==> src/rtl/imm_decode_pipe.sv <==
// imm_decode_pipe: registered RISC-V immediate decoder with a 2-entry skid buffer.
// The format is derived from the opcode. The immediate is sign-extended to XLEN.
// XLEN may be 32 or 64. With XLEN==64, the OP-IMM-32 and OP-32 opcodes are recognised.
// Optional feature macro: IMM_DECODE_ZICSR_EN.
//   When defined, csrrwi/csrrsi/csrrci decode as format Z.
//   The Z immediate is the zero-extended rs1 field.
module imm_decode_pipe #(
  parameter int XLEN = 32
) (
  input  logic            clk,
  input  logic            rst_n,
  input  logic            flush,
  input  logic            in_valid,
  output logic            in_ready,
  input  logic [31:0]     in_instr,
  output logic            out_valid,
  input  logic            out_ready,
  output logic [XLEN-1:0] out_imm,
  output logic [2:0]      out_fmt
);

  localparam logic [2:0] FMT_I    = 3'b000;
  localparam logic [2:0] FMT_S    = 3'b001;
  localparam logic [2:0] FMT_B    = 3'b010;
  localparam logic [2:0] FMT_U    = 3'b011;
  localparam logic [2:0] FMT_J    = 3'b100;
  localparam logic [2:0] FMT_Z    = 3'b101;
  localparam logic [2:0] FMT_NONE = 3'b110;
  localparam logic [2:0] FMT_UNK  = 3'b111;

  logic [2:0]      dec_fmt;
  logic [31:0]     dec_imm32;
  logic [XLEN-1:0] dec_imm;

  logic            main_valid_q, main_valid_d;
  logic [XLEN-1:0] main_imm_q,   main_imm_d;
  logic [2:0]      main_fmt_q,   main_fmt_d;
  logic            skid_valid_q, skid_valid_d;
  logic [XLEN-1:0] skid_imm_q,   skid_imm_d;
  logic [2:0]      skid_fmt_q,   skid_fmt_d;

  logic drain;
  logic in_xfer;

  // Opcode to format classification.
  always_comb begin
    dec_fmt = FMT_UNK;
    case (in_instr[6:0])
      7'b0010011, 7'b0000011, 7'b1100111, 7'b0001111: dec_fmt = FMT_I;
      7'b1110011: begin
        dec_fmt = FMT_I;
`ifdef IMM_DECODE_ZICSR_EN
        if (in_instr[14]) dec_fmt = FMT_Z;
`else
`endif
      end
      7'b0100011: dec_fmt = FMT_S;
      7'b1100011: dec_fmt = FMT_B;
      7'b0110111, 7'b0010111: dec_fmt = FMT_U;
      7'b1101111: dec_fmt = FMT_J;
      7'b0110011: dec_fmt = FMT_NONE;
      7'b0011011: if (XLEN == 64) dec_fmt = FMT_I;
      7'b0111011: if (XLEN == 64) dec_fmt = FMT_NONE;
      default:    dec_fmt = FMT_UNK;
    endcase
  end

  // Immediate assembly per format, then sign extension from bit 31 to XLEN.
  always_comb begin
    dec_imm32 = 32'd0;
    case (dec_fmt)
      FMT_I: dec_imm32 = {{20{in_instr[31]}}, in_instr[31:20]};
      FMT_S: dec_imm32 = {{20{in_instr[31]}}, in_instr[31:25], in_instr[11:7]};
      FMT_B: dec_imm32 = {{19{in_instr[31]}}, in_instr[31], in_instr[7],
                          in_instr[30:25], in_instr[11:8], 1'b0};
      FMT_U: dec_imm32 = {in_instr[31:12], 12'd0};
      FMT_J: dec_imm32 = {{11{in_instr[31]}}, in_instr[31], in_instr[19:12],
                          in_instr[20], in_instr[30:21], 1'b0};
      FMT_Z: dec_imm32 = {27'd0, in_instr[19:15]};
      default: dec_imm32 = 32'd0;
    endcase
    dec_imm       = {XLEN{dec_imm32[31]}};
    dec_imm[31:0] = dec_imm32;
  end

  assign in_ready  = !skid_valid_q;
  assign drain     = main_valid_q && out_ready;
  assign in_xfer   = in_valid && in_ready;
  assign out_valid = main_valid_q;
  assign out_imm   = main_imm_q;
  assign out_fmt   = main_fmt_q;

  // Next-state for the main/skid pair.
  // Main refills from skid first to keep FIFO order.
  always_comb begin
    main_valid_d = main_valid_q;
    main_imm_d   = main_imm_q;
    main_fmt_d   = main_fmt_q;
    skid_valid_d = skid_valid_q;
    skid_imm_d   = skid_imm_q;
    skid_fmt_d   = skid_fmt_q;
    if (flush) begin
      main_valid_d = 1'b0;
      skid_valid_d = 1'b0;
    end else if (!main_valid_q || drain) begin
      if (skid_valid_q) begin
        main_valid_d = 1'b1;
        main_imm_d   = skid_imm_q;
        main_fmt_d   = skid_fmt_q;
        skid_valid_d = 1'b0;
      end else if (in_xfer) begin
        main_valid_d = 1'b1;
        main_imm_d   = dec_imm;
        main_fmt_d   = dec_fmt;
      end else begin
        main_valid_d = 1'b0;
      end
    end else if (in_xfer) begin
      skid_valid_d = 1'b1;
      skid_imm_d   = dec_imm;
      skid_fmt_d   = dec_fmt;
    end
  end

  // State registers with asynchronous clear.
  always_ff @(posedge clk or negedge rst_n) begin
    if (!rst_n) begin
      main_valid_q <= 1'b0;
      main_imm_q   <= '0;
      main_fmt_q   <= FMT_I;
      skid_valid_q <= 1'b0;
      skid_imm_q   <= '0;
      skid_fmt_q   <= FMT_I;
    end else begin
      main_valid_q <= main_valid_d;
      main_imm_q   <= main_imm_d;
      main_fmt_q   <= main_fmt_d;
      skid_valid_q <= skid_valid_d;
      skid_imm_q   <= skid_imm_d;
      skid_fmt_q   <= skid_fmt_d;
    end
  end

endmodule

==> config.mk <==
export PLATFORM = sky130hd
export DESIGN_NAME = imm_decode_pipe
export DESIGN_NICKNAME = d
export VERILOG_FILES = /design/src/rtl/imm_decode_pipe.sv
export SDC_FILE = /design/constraint.sdc
export NUM_CORES = 1
export LEC_CHECK = 0
export ABC_CLOCK_PERIOD_IN_PS = 1700
export BUFFER_PORTS_ARGS = -buffer_cell sky130_fd_sc_hd__buf_2
export CORE_MARGIN = 2
export CORE_UTILIZATION = 45
export DETAILED_ROUTE_END_ITERATION = 16
export GPL_TIMING_DRIVEN = 0
export PLACE_DENSITY = 0.7
export REMOVE_ABC_BUFFERS = 1
export SETUP_SLACK_MARGIN = 0.2
export SKIP_CTS_REPAIR_TIMING = 1
export SLEW_MARGIN = 20
export SYNTH_ARGS = -nofsm -noshare
export SYNTH_HDL_FRONTEND = slang
export SYNTH_SLANG_ARGS = --single-unit
==> constraint.sdc <==
create_clock -name clk -period 1.7 [get_ports clk]
set_clock_uncertainty 0.15 [all_clocks]
set_input_delay 0 -clock clk [delete_from_list [all_inputs] [get_ports clk]]
set_output_delay 0 -clock clk [all_outputs]
set_load 0.01 [all_outputs]
==> results of run 1 <==
-- per-layer routing --
| metal | GRT usage, % | wire [um] |
|---|---|---|
| met4 | 5.97 | 157 |
| met5 | 0 | 0 |
| met1 | 32.8 | 4580 |
| met2 | 33.9 | 5260 |
| met3 | 3.78 | 772 |
-- metrics by stage --
stage          TNS, ns  hold slack, ns
2_1_floorplan   -60.56          -0.446
3_3_place_gp   -152.71           0.114
3_5_place_dp    -66.94          -0.206
4_1_cts         -68.53          -0.566
5_1_grt          -7.77         -0.0617
6_report         -4.77         -0.0559
-- critical path: stages (launching register included) --
cell and delay [ns]:
dfrtp_1 0.39, nor2b_4 0.15, buf_12 0.13, nor3_4 0.21, buf_8 0.17, buf_8 0.16, nor2b_1 0.07, a31oi_1 0.17
o21ai_0 0.12
-- cells in the final DEF (no fill, tap or decap), types with 4 or more instances in the layout --
cell	instances
buf_2	72
dfrtp_1	71
nand2_1	39
nor2_1	34
a31oi_1	29
dlygate4sd3_1	27
o21ai_0	24
or4_1	21
buf_4	21
a21oi_1	19
a21oi_2	12
clkbuf_8	11
o21ai_1	10
nor3_1	6
a22o_1	6
nand4_1	6
nand2b_1	5
or4_4	5
o21ai_2	5
a22oi_1	4
clkbuf_16	4
buf_12	4
-- cells by family after synthesis --
| logic type | synth area share, % |
|---|---|
| XOR/XNOR | 0.250 |
| AO/OA/AOI/OAI | 21.5 |
| multiplexers | 0.608 |
| adder cells (fa/ha/maj) | 0.286 |
| flip-flops | 51.5 |
| AND/OR/NAND/NOR | 20.6 |
| buffers and inverters | 5.15 |
-- final timing paths --
| check | end | slack (ns) | depth (start not counted) |
|---|---|---|---|
| worst max-delay path | out_imm[11] | -0.18 | 8 |
| worst min-delay path | out_valid | -0.06 | 3 |
| worst max register to register | out_imm[11] | -0.18 | 8 |
| worst min register to register | skid_imm_q[0] | 0.34 | 2 |
| max in group asynchronous | out_imm[20] | 0.86 | 3 |
| min in group asynchronous | skid_imm_q[12] | -0.01 | 2 |
-- sequential cells by signal (all words and copies together), names as in the netlist --
register and cells:
skid_valid_q 1, skid_imm_q 32, out_fmt 3, out_valid 1, skid_fmt_q 3, out_imm 32
-- where the power goes --
group | internal, uW | switching (uW) | total (uW) | leakage (uW)
Sequential | 1990 | 156 | 2140 | 0.000877
Combinational | 441 | 519 | 960 | 0.00109
Clock | 584 | 575 | 1160 | 0.0000842
-- cell type report --
class / instances / area [um^2]
clock buffers: 12 / 155
repair buffers: 132 / 1040
fillers: 638 / 2760
multi-input cells: 266 / 1690
repair inverters: 2 / 15.0
flip-flops and latches: 72 / 1810
well taps: 102 / 128
inverters: 4 / 18.8
clock inverters: 1 / 5.00
==> results.md, run 1 <==
* Drt drc at 0
* Placed cell areas at 3920 um^2
* Fin. max-slew vios at 0
* Antenna diodes at 0
* GRT Overall Usage at around 22%
* DRT Pass-1 Iters at 5
* Placer Congestion at approximately 0.85
* Hold Vio Cnt, Final at 12
* MaxCap Viol Count at 0
* Die ar. at ~8500 um^2
* Synth Instances at 375
* Synth top area share at roughly half
* Number of DRC markers in iteration 0 at 282
* EDFF count, synth at 0
* CP max FO at 19
* Critical Path AT at 1.92 ns
* CTS tree: done
* Critical path endpoint category: flop
* Unrepaired setup endpoints after global routing: yes
* Most common cell in the netlist: dfrtp_1
* Hold Crit Class: primary input to flop
* Finished Core Util at a little under two thirds
* Final worst path period share at 110%
* Leading post-synthesis cells by cell area: dfrtp_1, or4_1, a31oi_1
* Slew HR at 51.6%
* R2r startpoint: out_valid
* Crit path launch type: flop
* Dpl cells at 521
* Row count at 32
* Post-synth top cells: dfrtp_1, nand2_1, o21ai_0
* Synth area leader: dfrtp_1
* Gr ovfl total at 0
* Async SR Flop Fraction at 100%
* Via count at 3534
* Worst Max-Slew Pin Slew at 0.725 ns
* H-tree levels at 3
* Clock Latency Late Sink at 0.33 ns
* Seq cells post-synth at 72
* Sequential area share after synthesis at around 52%
* Primary FF master, synth: dfrtp_1
* Worst hold start: in_valid
* Die Height at 92.2 um
* Post-route design area at 4850 um^2
* WL/cell at about 18 um
* CP startpoint: out_valid
* Global-route wire length before repair at 15.0 mm
* Outcome: finished, violations left
* Fin nets at ~520
* Leakage at about 0.0021 uW
* CP Data Required Time at roughly 1.7 ns
* Netlist cell types at 48
* Dpl ws at -1.59 ns
* PD cells at slightly below 900 nW/um^2
* Syn. warnings at 0
* Final WS setup at -0.175 ns
* Initial Utilization at between 40% and 50%
* CP Class: flop to flop
* FMAX at 533 MHz
* IO Pins at 74
* Clock root buffer: clkbuf_8
* Mean area per synthesized cell at 9.33 um^2
* Layout cells sized above 1 at around a third
* CTS Buf Count at 9
* Pin count of the biggest net entering global routing at 46
* Final setup violating endpoints at 47
* Mapped Area at 3500 um^2
* Clk sink count at between 70 and 80
* Vias per cell at 5.98
* Peak VDD IR at 0.345 mV
* Failing checks: negative hold slack, negative setup slack
* IO Port Bufs at 73
* WHS at -0.0559 ns
* Die W at roughly 92 um
* Clk slew on worst S/H paths at 0.07 ns
* Core Area at 7610 um^2
* Antenna violations before repair at 0
* DP HPWL at just under 6 mm
* Non-Filler Instances at 591
* Post-route ant nets at 0
* Final Power at around 4300 uW
* WL final at around 11 mm
* Clk buf depth at 2
* Area Growth Syn to Fin at 38.7%
* Minimum clock period at between 1.5 and 2 ns
* Vias in the first global route at 2954
Power figures use the tool's default switching activity.
==> run 2, diff against run 1 <==
Settings changed: ABC_CLOCK_PERIOD_IN_PS 1700 to 2000, PLACE_DENSITY 0.7 to 0.68.
Clock period 1.7 ns to 2 ns, I/O delays scaled along.
==> results.md, run 2 (same netlist as run 1, synthesis figures left out) <==
* Outcome: finished clean
* Area Growth Syn to Fin at 36.0%
* CP Data Required Time at 2.07 ns (+0.33 ns)
* Clk buf depth at 2 (unchanged)
* Peak VDD IR at 0.332 mV (-3.9%)
* Dpl ws at -1.36 ns (+0.230 ns)
* R2r startpoint: out_valid
* Hold Crit Class: primary input to flop
* Final setup violating endpoints at 0 (-100%)
* Vias in the first global route at 2926 (-0.95%)
* Hold Vio Cnt, Final at 0 (-12)
* Critical R2R Capture: out_imm[25]
* Non-Filler Instances at 592 (+0.17%)
* Slew HR at 49.9% (-1.7 points)
* CTS tree: done
* Gr ovfl total at 0 (unchanged)
* Drt drc at 0 (unchanged)
* Cell Chain, Critical Path: nor2b_4 > buf_8 > nor3_4 > buf_8 > buf_12 > nand2_4 > a31oi_4 > clkbuf_16 > a21oi_2
* GRT Overall Usage at 21.8% (-0.35 points)
* MaxCap Viol Count at 0 (unchanged)
* Die W at 92.2 um (unchanged)
* Clk slew on worst S/H paths at 0.07 ns (about the same)
* Post-route ant nets at 0 (unchanged)
* IO Pins at 74 (unchanged)
* H-tree levels at 3 (unchanged)
* Cell mode on critical path: buf_8
* Worst R2R Path Depth at 9 (+1)
* R2R setup slack at 0.09 ns (+0.26 ns)
* Minimum clock period at 1.91 ns (+0.0389 ns)
* Antenna diodes at 0 (unchanged)
* Number of DRC markers in iteration 0 at 343 (+22%)
* WL final at 10.6 mm (-1.6%)
* Fin. max-slew vios at 0 (unchanged)
* Core Area at 7610 um^2 (unchanged)
* Placer Congestion at 0.853 (+0.15%)
* FMAX at 522 MHz (-2.0%)
* Row count at 32 (unchanged)
* Most common cell after layout, fill and taps aside: buf_2
* Die ar. at 8490 um^2 (unchanged)
* Fin nets at 525 (+0.19%)
* IO Port Bufs at 73 (unchanged)
* Antenna violations before repair at 0 (unchanged)
* Layout cells sized above 1 at 30.8% (-2.5 points)
* Via count at 3521 (-0.37%)
* Final Power at 3610 uW (-15%)
* Slowest Stage Delay on Critical Path at 0.40 ns (about the same)
* Initial Utilization at 46.0% (unchanged)
* Commonest non-fill, non-tap cells in the layout: buf_2, dfrtp_1, nand2_1
* Critical Path End: out_imm[25]
* Die Height at 92.2 um (unchanged)
* WL/cell at 17.9 um (-1.7%)
* PD cells at 758 nW/um^2 (-14%)
* CP Class: flop to flop
* Final WS setup at 0.0859 ns (+0.261 ns)
* Clock Latency Late Sink at 0.34 ns (about the same)
* Pin count of the biggest net entering global routing at 58 (+26%)
* Unrepaired setup endpoints after global routing: yes
* Crit path launch type: flop
* Slowest CP cell: dfrtp_1
* CP startpoint: out_valid
* Critical Path AT at 1.99 ns (+0.07 ns)
* Clock root buffer: clkbuf_8
* Finished Core Util at 62.5% (-1.2 points)
* Global-route wire length before repair at 14.6 mm (-2.6%)
* CTS Buf Count at 9 (unchanged)
* Critical path endpoint category: flop
* Worst Max-Slew Pin Slew at 0.751 ns (+0.0255 ns)
* Leakage at 0.00199 uW (-3.0%)
* Final worst path period share at 95.7% (-15 points)
* DP HPWL at 5.92 mm (-0.89%)
* DRT Pass-1 Iters at 5 (unchanged)
* Vias per cell at 5.95 (-0.54%)
* Dpl cells at 521 (unchanged)
* CP max FO at 8 (-11)
* Clk sink count at 72 (unchanged)
run 2: stage by stage:
step | TNS (ns) | hold slack [ns] | area (um^2)
after floorplan | -39.56 | -0.446 | 3330
after CTS | -49.80 | -0.629 | 4080
after detailed placement | -48.60 | -0.263 | 3920
final | 0 | 0.0115 | 4760
after global routing | 0 | 0.0279 | 4760
after global placement | -124.17 | 0.107 | 3820
run 2: critical path, delay by kind of cell, from the launching register on:
family          cells  cell delay [ns]
flops               1             0.40
compound gates      2             0.28
simple gates        3             0.38
buf+inv             4             0.59
run 2: layer usage:
layer  vias up  wire length [um]  track usage [%]
met5         -                 0                0
met4         0               181             7.59
met3        13               715             4.11
met2       163              5090             31.9
met1      1747              4610             32.6
li1       1598                 -                -
run 2: worst min path at each step:
| stage | slack, ns | cells after the start | endpoint | start |
|---|---|---|---|---|
| after floorplan | -0.45 | 0 | out_fmt[0] | rst_n |
| after global placement | 0.11 | 2 | skid_imm_q[8] | in_instr[28] |
| after detailed placement | -0.26 | 1 | out_fmt[0] | rst_n |
| after CTS | -0.63 | 1 | out_imm[6] | rst_n |
| after global routing | 0.03 | 2 | out_valid | flush |
| final | 0.01 | 2 | out_valid | flush |
run 2: layout make-up:
| cell class | count | area, um^2 |
|---|---|---|
| Inverter | 4 | 18.8 |
| Multi-Input combinational cell | 267 | 1660 |
| Clock buffer | 12 | 155 |
| Timing Repair Buffer | 130 | 958 |
| Sequential cell | 72 | 1810 |
| Timing Repair inverter | 4 | 30.0 |
| Clock inverter | 1 | 5.00 |
| Fill cell | 664 | 2850 |
| Tap cell | 102 | 128 |
run 2: report_power, final:
group / internal, uW / leakage (uW) / switching (uW)
clock: 497 / 0.0000842 / 506
sequential: 1690 / 0.000877 / 123
combinational: 357 / 0.00103 / 436
total: 2540 / 0.00199 / 1070
==> run 3, diff against run 2 <==
Settings changed: BUFFER_PORTS_ARGS -buffer_cell sky130_fd_sc_hd__buf_2 to default, CORE_UTILIZATION 45 to 55, DONT_BUFFER_PORTS from default to 1, PLACE_DENSITY 0.68 to 0.7.
==> results.md, run 3 (same netlist as run 1, synthesis figures left out) <==
* Outcome: finished, violations left
* Failing checks: negative hold slack
* Crit path launch type: flop
* Gr ovfl total at 0 (unchanged)
* DRT Pass-1 Iters at 6 (+1)
* Leakage at 0.00176 uW (-11%)
* Combinational share of power at 14.0% (-8.0 points)
* Sequential group share of total power at 48.5% (-1.7 points)
* Hold Vio Cnt, Final at 136 (+136)
* Clock root buffer: clkbuf_8
* Commonest non-fill, non-tap cells in the layout: dfrtp_1, nand2_1, dlygate4sd3_1
* Clock Latency Late Sink at 0.37 ns (+0.03 ns)
* Clk sink count at 72 (unchanged)
* Slew HR at 51.6% (+1.7 points)
* Pin count of the biggest net entering global routing at 73 (+26%)
* Final worst path period share at 98.8% (+3.0 points)
* PD cells at 857 nW/um^2 (+13%)
* Fillers at 446 (-33%)
* Multi-input logic area at 1660 um^2 (about the same)
* Fin. max-slew vios at 0 (unchanged)
* CTS tree: done
* Post-route ant nets at 0 (unchanged)
* Power share of the clock group at 37.5% (+9.7 points)
* Sw frac at 27.6% (-2.0 points)
* Vias in the first global route at 2777 (-5.1%)
* WHS at -0.832 ns (-0.844 ns)
* Fin nets at 462 (-12%)
* Slowest Stage Delay on Critical Path at 0.45 ns (+0.05 ns)
* MaxCap Viol Count at 0 (unchanged)
* Number of DRC markers in iteration 0 at 415 (+21%)
* Dpl cells at 422 (-19%)
* Global-route wire length before repair at 14.0 mm (-4.0%)
* CP max FO at 7 (-1)
* GRT Overall Usage at 25.5% (+3.6 points)
* Unrepaired setup endpoints after global routing: yes
* FMAX at 506 MHz (-3.1%)
* Critical path endpoint category: flop
* Non-Filler Instances at 507 (-14%)
* Area Growth Syn to Fin at 29.7%
* Cell Chain, Critical Path: nor2b_4 > buf_12 > nor3_4 > buf_8 > nand2_4 > a31oi_4 > clkbuf_16 > a21oi_2
* CTS Buf Count at 9 (unchanged)
* Pint at 2820 uW (+11%)
* Core Area at 6240 um^2 (-18%)
* Clk buf depth at 2 (unchanged)
* Final Power at 3890 uW (+7.8%)
* CP Class: flop to flop
* Antenna violations before repair at 0 (unchanged)
* DP HPWL at 5.37 mm (-9.3%)
* Drt drc at 0 (unchanged)
* Via count at 3379 (-4.0%)
* Antenna diodes at 0 (unchanged)
* Minimum clock period at 1.98 ns (+0.0609 ns)
* Die ar. at 7010 um^2 (-17%)
* Final setup violating endpoints at 0 (unchanged)
* CP Buf/Inv Count at 3 (-1)
* Peak VDD IR at 0.597 mV (+80%)
* R2R setup slack at 0.02 ns (-0.06 ns)
* Sw Pwr at 1070 uW (+0.55%)
* Dominant delay contributor by cell family on the critical path: buffers and inverters
* Most common cell after layout, fill and taps aside: dfrtp_1
* IO Pins at 74 (unchanged)
* CP Data Required Time at 2.10 ns (+0.03 ns)
* H-tree levels at 3 (unchanged)
* WL final at 10.8 mm (+2.0%)
* Placer Congestion at 0.837 (-1.8%)
* Sequential cell area at 1810 um^2 (unchanged)
* Hold Crit Class: primary input to asynchronous set/reset pin
* Worst Max-Slew Pin Slew at 0.726 ns (-0.0248 ns)
* Critical Path AT at 2.07 ns (+0.08 ns)
* Initial Utilization at 56.0% (+10 points)
* WL/cell at 21.3 um (+19%)
* IO Port Bufs at 0 (-100%)
* Layout cells sized above 1 at 18.8% (-12 points)
* Die Height at 83.7 um (-9.1%)
* Clk slew on worst S/H paths at 0.08 ns (about the same)
* Row count at 29 (-9.4%)
* Die W at 83.7 um (-9.1%)
* Slowest CP cell: dfrtp_1
* Vias per cell at 6.66 (+12%)
run 3: area by class of cell:
cell class	count	area share, %
Sequential cell	72	39.8
Multi-Input combinational cell	267	36.5
Timing Repair Buffer	68	15.1
Clock buffer	10	3.03
Clock inverter	6	2.54
Tap cell	77	2.12
Timing Repair inverter	3	0.496
Inverter	4	0.414
run 3: layer usage:
layer / share of wire (%) / up-vias / track usage [%]
li1: - / 1484 / -
met1: 41 / 1678 / 33.9
met2: 48 / 191 / 40.1
met3: 8.8 / 26 / 6.43
met4: 2.3 / 0 / 10.4
met5: 0 / - / 0
run 3: stage by stage:
| step | area, um^2 | hold WS [ns] | TNS (ns) | setup slack, ns | utilization [%] |
|---|---|---|---|---|---|
| 6_report | 4540 | -0.832 | 0 | 0.0250 | 72.7 |
| 3_5_place_dp | 3500 | -0.444 | -46.43 | -1.37 | 56.1 |
| 4_1_cts | 3750 | -0.830 | -47.94 | -1.42 | 60.1 |
| 5_1_grt | 4540 | -0.839 | -0.0993 | -0.0306 | 72.7 |
| 3_3_place_gp | 3430 | -0.444 | -135.44 | -2.76 | 54.9 |
| 2_1_floorplan | 3330 | -0.446 | -39.56 | -1.06 | - |
run 3: path summary, 6_finish.rpt:
kind,from,end,depth (start not counted)
setup / recovery,out_valid,out_imm[27],8
hold / removal,rst_n,out_imm[8],0
setup reg to reg,out_valid,out_imm[27],8
hold reg to reg,skid_imm_q[4],skid_imm_q[4],2
max in group asynchronous,rst_n,skid_valid_q,0
min in group clk,flush,out_valid,1
run 3: power by group through the flow:
| stage | Clock [uW] | Combinational (uW) | Sequential (uW) |
|---|---|---|---|
| final | 1460 | 544 | 1890 |
| after floorplan | 0 | 297 | 1860 |
| after global placement | 0 | 352 | 1900 |
| after detailed placement | 0 | 375 | 1910 |
| after CTS | 1460 | 380 | 1880 |
| after global routing | 1530 | 596 | 1910 |
